--- src/rtl/regfile_param_sb.sv ---
// 2-read/1-write register file with busy scoreboard and power-up clear sequencer.
// Optional REGFILE_BYPASS_EN: same-cycle write-through to both read ports.
module regfile_param_sb #(
  parameter  int DATA_W   = 34,
  parameter  int NUM_REGS = 8,
  localparam int ADDR_W   = $clog2(NUM_REGS)
) (
  input  logic              clk,
  input  logic              rst,
  input  logic              we,
  input  logic [ADDR_W-1:0] wa,
  input  logic [DATA_W-1:0] wd,
  input  logic [ADDR_W-1:0] ra1,
  input  logic [ADDR_W-1:0] ra2,
  output logic [DATA_W-1:0] rd1,
  output logic [DATA_W-1:0] rd2,
  input  logic              busy_set,
  input  logic [ADDR_W-1:0] busy_addr,
  output logic              busy1,
  output logic              busy2,
  output logic              ready
);

  typedef enum logic {S_INIT, S_RUN} state_e;

  state_e              state_q;
  logic [ADDR_W-1:0]   clr_idx_q;
  logic [NUM_REGS-1:0] busy_q;
  logic [NUM_REGS-1:0] busy_d;
  logic                ready_q;
  logic [DATA_W-1:0]   regs_q [NUM_REGS];

  logic run;
  logic wr_en;
  logic set_en;

  assign run    = (state_q == S_RUN);
  assign wr_en  = run && we && (wa != '0);
  assign set_en = run && busy_set && (busy_addr != '0);
  assign ready  = ready_q;

  // Clear first, then set, so a same-register set wins.
  always_comb begin
    busy_d = busy_q;
    if (wr_en)
      busy_d[wa] = 1'b0;
    if (set_en)
      busy_d[busy_addr] = 1'b1;
    busy_d[0] = 1'b0;
  end

  always_ff @(posedge clk) begin
    if (rst) begin
      state_q   <= S_INIT;
      clr_idx_q <= '0;
      busy_q    <= '0;
      ready_q   <= 1'b0;
    end else begin
      unique case (state_q)
        S_INIT: begin
          clr_idx_q <= clr_idx_q + ADDR_W'(1);
          if (clr_idx_q == ADDR_W'(NUM_REGS - 1)) begin
            state_q <= S_RUN;
            ready_q <= 1'b1;
          end
        end
        S_RUN: begin
          busy_q <= busy_d;
        end
        default: begin
          state_q <= S_INIT;
        end
      endcase
    end
  end

  // Storage has no reset; the sequencer zeroes it one entry per cycle.
  always_ff @(posedge clk) begin
    if (!rst) begin
      if (state_q == S_INIT)
        regs_q[clr_idx_q] <= '0;
      else if (wr_en)
        regs_q[wa] <= wd;
    end
  end

  always_comb begin
    rd1   = '0;
    busy1 = 1'b0;
    if (run && ra1 != '0) begin
      rd1   = regs_q[ra1];
      busy1 = busy_q[ra1];
`ifdef REGFILE_BYPASS_EN
      if (wr_en && wa == ra1) begin
        rd1   = wd;
        busy1 = set_en && (busy_addr == ra1);
      end
`endif
    end
  end

  always_comb begin
    rd2   = '0;
    busy2 = 1'b0;
    if (run && ra2 != '0) begin
      rd2   = regs_q[ra2];
      busy2 = busy_q[ra2];
`ifdef REGFILE_BYPASS_EN
      if (wr_en && wa == ra2) begin
        rd2   = wd;
        busy2 = set_en && (busy_addr == ra2);
      end
`endif
    end
  end

endmodule
--- config.mk ---
export PLATFORM = sky130hd
export DESIGN_NAME = regfile_param_sb
export DESIGN_NICKNAME = d
export VERILOG_FILES = /design/src/rtl/regfile_param_sb.sv
export SDC_FILE = /design/constraint.sdc
export NUM_CORES = 1
export LEC_CHECK = 0
export CORE_ASPECT_RATIO = 1.25
export CORE_UTILIZATION = 35
export CTS_BUF_LIST = sky130_fd_sc_hd__clkbuf_8
export CTS_CLUSTER_SIZE = 20
export DETAILED_ROUTE_END_ITERATION = 7
export PLACE_DENSITY_LB_ADDON = 0.15
export SKIP_CTS_REPAIR_TIMING = 1
export SLEW_MARGIN = 0
export SYNTH_ARGS = -nofsm -noshare
export SYNTH_HDL_FRONTEND = slang
export SYNTH_SLANG_ARGS = --single-unit
--- constraint.sdc ---
create_clock -name clk -period 11.4 [get_ports clk]
set_clock_uncertainty 0.2 [all_clocks]
set_input_delay 3.42 -clock clk [delete_from_list [all_inputs] [get_ports clk]]
set_output_delay 3.42 -clock clk [all_outputs]
set_load 0.005 [all_outputs]
Yosys cells after proc, flatten, opt, wreduce, memory -nomap -nowiden --
Memories as Yosys holds them, arrays and structs flattened. Cells that the tools add are included.
Storage, ports and cells: register bits after elaboration 12, bits in writable memories 272, input bits 50, output and inout bits 71, memories kept 1
Operators by class: add/sub/neg operators 1, $lt $le $gt $ge 6, eq/ne operators 1, mux-type cells 26, bitwise logic cells 4, reduce and logical (&&, ||, !) cells 14
Memories:
- regs_q | depth 8, width 34, read ports 2, clocked after memory_dff 0, wr ports 1, line 31 | logic [DATA_W-1:0] regs_q [NUM_REGS];
Operators with widths (number):
- $mux W34 | 3
- $reduce_or A34 Y1 | 1
- $lt A3 B4 Y1 const B | 4
- $mux W1 | 16
- $mux W8 | 2
- $reduce_bool A3 Y1 | 4
- $and A8 B8 Y8 | 1
- $logic_and A1 B1 Y1 | 8
- $not A8 Y8 | 1
- $or A8 B8 Y8 | 1
- $bmux W1 S3 | 2
- $demux W1 S3 | 2
- $ge A3 B1 Y1 const B | 2
- $add A3 B1 Y3 const B | 1
- $eq A3 B3 Y1 const B | 1
- $mux W3 | 1
- $reduce_and A2 Y1 | 1
- $not A1 Y1 | 1

Longest topological paths before layout --
word-level depth 9, mapped depth 6

Worst setup path after synthesis --
Ideal clock, no wire load.
path type input port to output port, start point input ra1[1], end point output rd1[10], arrival 4.422 ns, data required time 7.780 ns, setup slack 3.358 ns, cell stages on the path 5, cell sequence buf_2 buf_2 mux2_2 a221oi_1 nor2_1
Between the ends: cells in the longest elaborated chain, start to end 3, elaborated cells on any way between the ends 4, those cells by class 1 x mux; 2 x reduce/logical; 1 x memory
Ends and longest elaborated chain:
- from (decl) | line 13 | input logic [ADDR_W-1:0] ra1,
- parallel branches: the longest is 2 deep, another holds $mem_v2 Z8 W34
- $mux W34 (*) | line 90 | if (run && ra1 != '0) begin
- to (decl) | line 15 | output logic [DATA_W-1:0] rd1,
Mark *: on every way between the ends.

Worst setup path in the final report --
start point input ra1[0], end point output rd1[23]
The elaborated chain is that of the path after synthesis.

==> flow_metrics.env <==
export IMPL_first_pass_iters=7
export IMPL_grt_pass1_wl_um=51400
export IMPL_viasPerCell=5.47
export IMPL_ctsLongestPathBuffers=3
export IMPL_dpl_cell_area_um2=13800
export IMPL_hold_class="reg -> reg"
export IMPL_clkLatencyLatePin_ps=560
export IMPL_seq_power_share_pct=53.3
export IMPL_fmax_mhz=105
export IMPL_grt_pass1_vias=8181
export IMPL_crit_chain="buf_4, buf_4, mux4_2, o21ai_1, nor2_1, clkdlybuf4s50_1"
export IMPL_p_sw_mw=0.451
export IMPL_crit_type="in -> out"
export IMPL_synth_area_um2=12200
export IMPL_p_total_mw=1.93
export IMPL_fin_cells=1395
export IMPL_grt_start_max_net_pins=51
export IMPL_grt_ovfl_total=0
export IMPL_outcome="finished with violations"
export IMPL_fp_dieH_um=211
export IMPL_tightest_slew_ps=1150
export IMPL_synth_warnings=0
export IMPL_yosys_area_top_type_share_pct=58.7
export IMPL_drt_iter0_drc=511
export IMPL_cp_arrival_ps=5910
export IMPL_p_int_mw=1.48
export IMPL_worst_path_max_fanout=38
export IMPL_wl_per_cell_um=24.5
export IMPL_netlist_top_cells_area="edfxtp_1 59%, mux4_2 13%, a221oi_1 4.8%"
export IMPL_cpPeakStageDelay_ps=660
export IMPL_post_route_min_period_ps=9530
export IMPL_h_tree_depth=2
export IMPL_tritoncts="yes"
export IMPL_post_route_period_util_pct=83.6
export IMPL_diodes=0
export IMPL_vdd_drop_max_v=0.0000683
export IMPL_hold_violations=0
export IMPL_hpwl_um=18800
export IMPL_die_area_um2=35600
export IMPL_initial_core_util_pct=35.5
export IMPL_hp_start="ready"
export IMPL_cp_required_ps=7780
export IMPL_rows=76
export IMPL_drt_total_wl_um=34100
export IMPL_dp_cells=1321
export IMPL_drt_antenna_violating_nets=0
export IMPL_rr_startpoint="run"
export IMPL_power_frac_comb_pct=8.1
export IMPL_syn_to_final_growth_pct=19.7
export IMPL_switching_share_pct=23.4
export IMPL_violations="design-rule violations"
export IMPL_core_um2=34300
export IMPL_reg2reg_slack_ps=7780
export IMPL_cts_clk_slew_worst_paths_ps=60
export IMPL_nFillCells=3151
export IMPL_holdPathStages=2
export IMPL_drc=1
export IMPL_nets=948
export IMPL_rsz0062_at_grt="no"
export IMPL_numCtsBuffers=41
export IMPL_dr_total_vias=7630
export IMPL_fp_dieW_um=169
export IMPL_cp_slowest_cell="buf_4"
export IMPL_setup_viol=0
export IMPL_r2r_end="regs_q[2][17]"
export IMPL_gp_congestion=0.688
export IMPL_cts_root_buf="clkbuf_8"
export IMPL_slew_viol_final=0
export IMPL_maxCapViolations=0
export IMPL_syn_nets=832
export IMPL_seq_area_frac_synth_pct=60.6
export IMPL_drive_gt1_share_pct=25.7
export IMPL_end_kind="output pin"
export IMPL_p_leak_nw=4.26
export IMPL_avgSynthCellArea_um2=15.6
export IMPL_critPathMostFrequentCell="buf_4"
export IMPL_ys_types=40
export IMPL_ff2ff_path_depth=5
export IMPL_portBuffers=120
export IMPL_pin_count=121
export IMPL_whs_ps=269
export IMPL_crit_path_start_kind="input port"
export IMPL_final_area_um2=14600
export IMPL_power_per_cell_area_nw_per_um2=132
export IMPL_synth_largest_area_cell="edfxtp_1"
export IMPL_grt_usage_pct=19.7
export IMPL_relSlewSlack_pct=23.2
export IMPL_holdPathEnd="ready"
export IMPL_synth_cells=780
export IMPL_fin_setup_tns_ps=0
export IMPL_antenna_found_initial=0
export IMPL_ys_seq_elements=250
export IMPL_cts_sinks=250
export IMPL_power_share_clock_pct=38.6
[synthesized netlist by cell type, drive strengths merged]
cell type  count
buf           42
and2          34
clkinv         2
xor2           1
and2b          1
o32a           1
inv            2
dfxtp         12
or3            2
edfxtp       238
and3b          2
mux2i          2
nand3          6
nand2         10
and3           1
a311oi         1
nand2b         3
ha             2
a21o           1
a21oi         13
mux4          70
nor2          77
nor3          34
o211ai         1
a211oi         3
mux2          70
nor2b          7
a221oi        67
a31oi          2
clkbuf        24
nand3b         3
o31ai          1
o21ai         45
[worst max-delay path by stage]
stage | startpoint | to | slack (ps) | cells past startpoint
global placement | ra1[0] | rd1[28] | 1830 | 6
detailed placement | ra1[0] | rd1[1] | 1830 | 6
global route | ra1[0] | rd1[1] | 1670 | 6
finish | ra1[0] | rd1[23] | 1870 | 6
CTS | ra1[0] | rd1[23] | 1820 | 6
floorplan | ra1[1] | rd1[10] | 3360 | 5
[power by group through the flow]
stage	registers [mW]	logic [mW]	clock network, mW
3_3_place_gp	1.05	0.159	0
5_1_grt	1.03	0.169	0.806
3_5_place_dp	1.05	0.159	0
2_1_floorplan	1.05	0.101	0
4_1_cts	1.03	0.159	0.767
6_report	1.03	0.157	0.744
[critical path: cells and delay by family]
kind            cells  cell delay [ps]
compound gates      1              150
buf+inv             3             1610
mux                 1              600
simple gates        1               90
[cell families after synthesis]
kind of cell | Yosys count | synth area share, %
mux | 142 | 19.6
flops | 250 | 60.6
xor+xnor | 1 | 0.0719
fa+ha+maj | 2 | 0.205
compound gates | 135 | 7.82
buf+inv | 70 | 3.18
simple gates | 180 | 8.52
[layer usage]
| metal | GRT usage, % | share of wire, % | up-vias |
|---|---|---|---|
| li1 | - | - | 3394 |
| met1 | 25.8 | 43 | 3976 |
| met2 | 33.9 | 51 | 214 |
| met3 | 2.87 | 4.1 | 46 |
| met4 | 5.45 | 1.7 | 0 |
| met5 | 0 | 0 | - |
[placed cells by master, fill, tap and decap left out, types with 11 or more instances in the layout]
cell type        Yosys  final
mux2_1              20     20
mux2_2              50     50
a221oi_1            67     67
buf_4                0     23
inv_1                2     20
edfxtp_1           238    238
clkdlybuf4s50_1      0    114
clkbuf_8             0     43
o21ai_0             22     22
and2_1              34     34
nor2_1              76     76
dfxtp_1             12     11
mux4_2              70     70
o21ai_1             23     23
nor3_2              31     31
[registers in the layout, summed over array words and instances (netlist names)]
name and flops:
regs_q 238, ready 1, clr_idx_q 3, busy_q 7, run 1
[layout make-up]
type | instances | area (um^2) | area share, %
Timing Repair Buffer | 139 | 1320 | 9.08
Clock buffer | 43 | 592 | 4.06
Clock inverter | 31 | 175 | 1.20
Tap cell | 468 | 586 | 4.01
Inverter | 4 | 15.0 | 0.103
Multi-Input combinational cell | 460 | 4510 | 30.9
Sequential cell | 250 | 7390 | 50.7
[per-stage QoR]
step                      setup WS, ps  utilization, %
after floorplan                   3360               -
after global placement            1830            40.3
after detailed placement          1830            40.3
after CTS                         1820            42.5
after global routing              1670            42.5
final                             1870            42.5
Note: power is estimated with default switching activity, not from simulation.
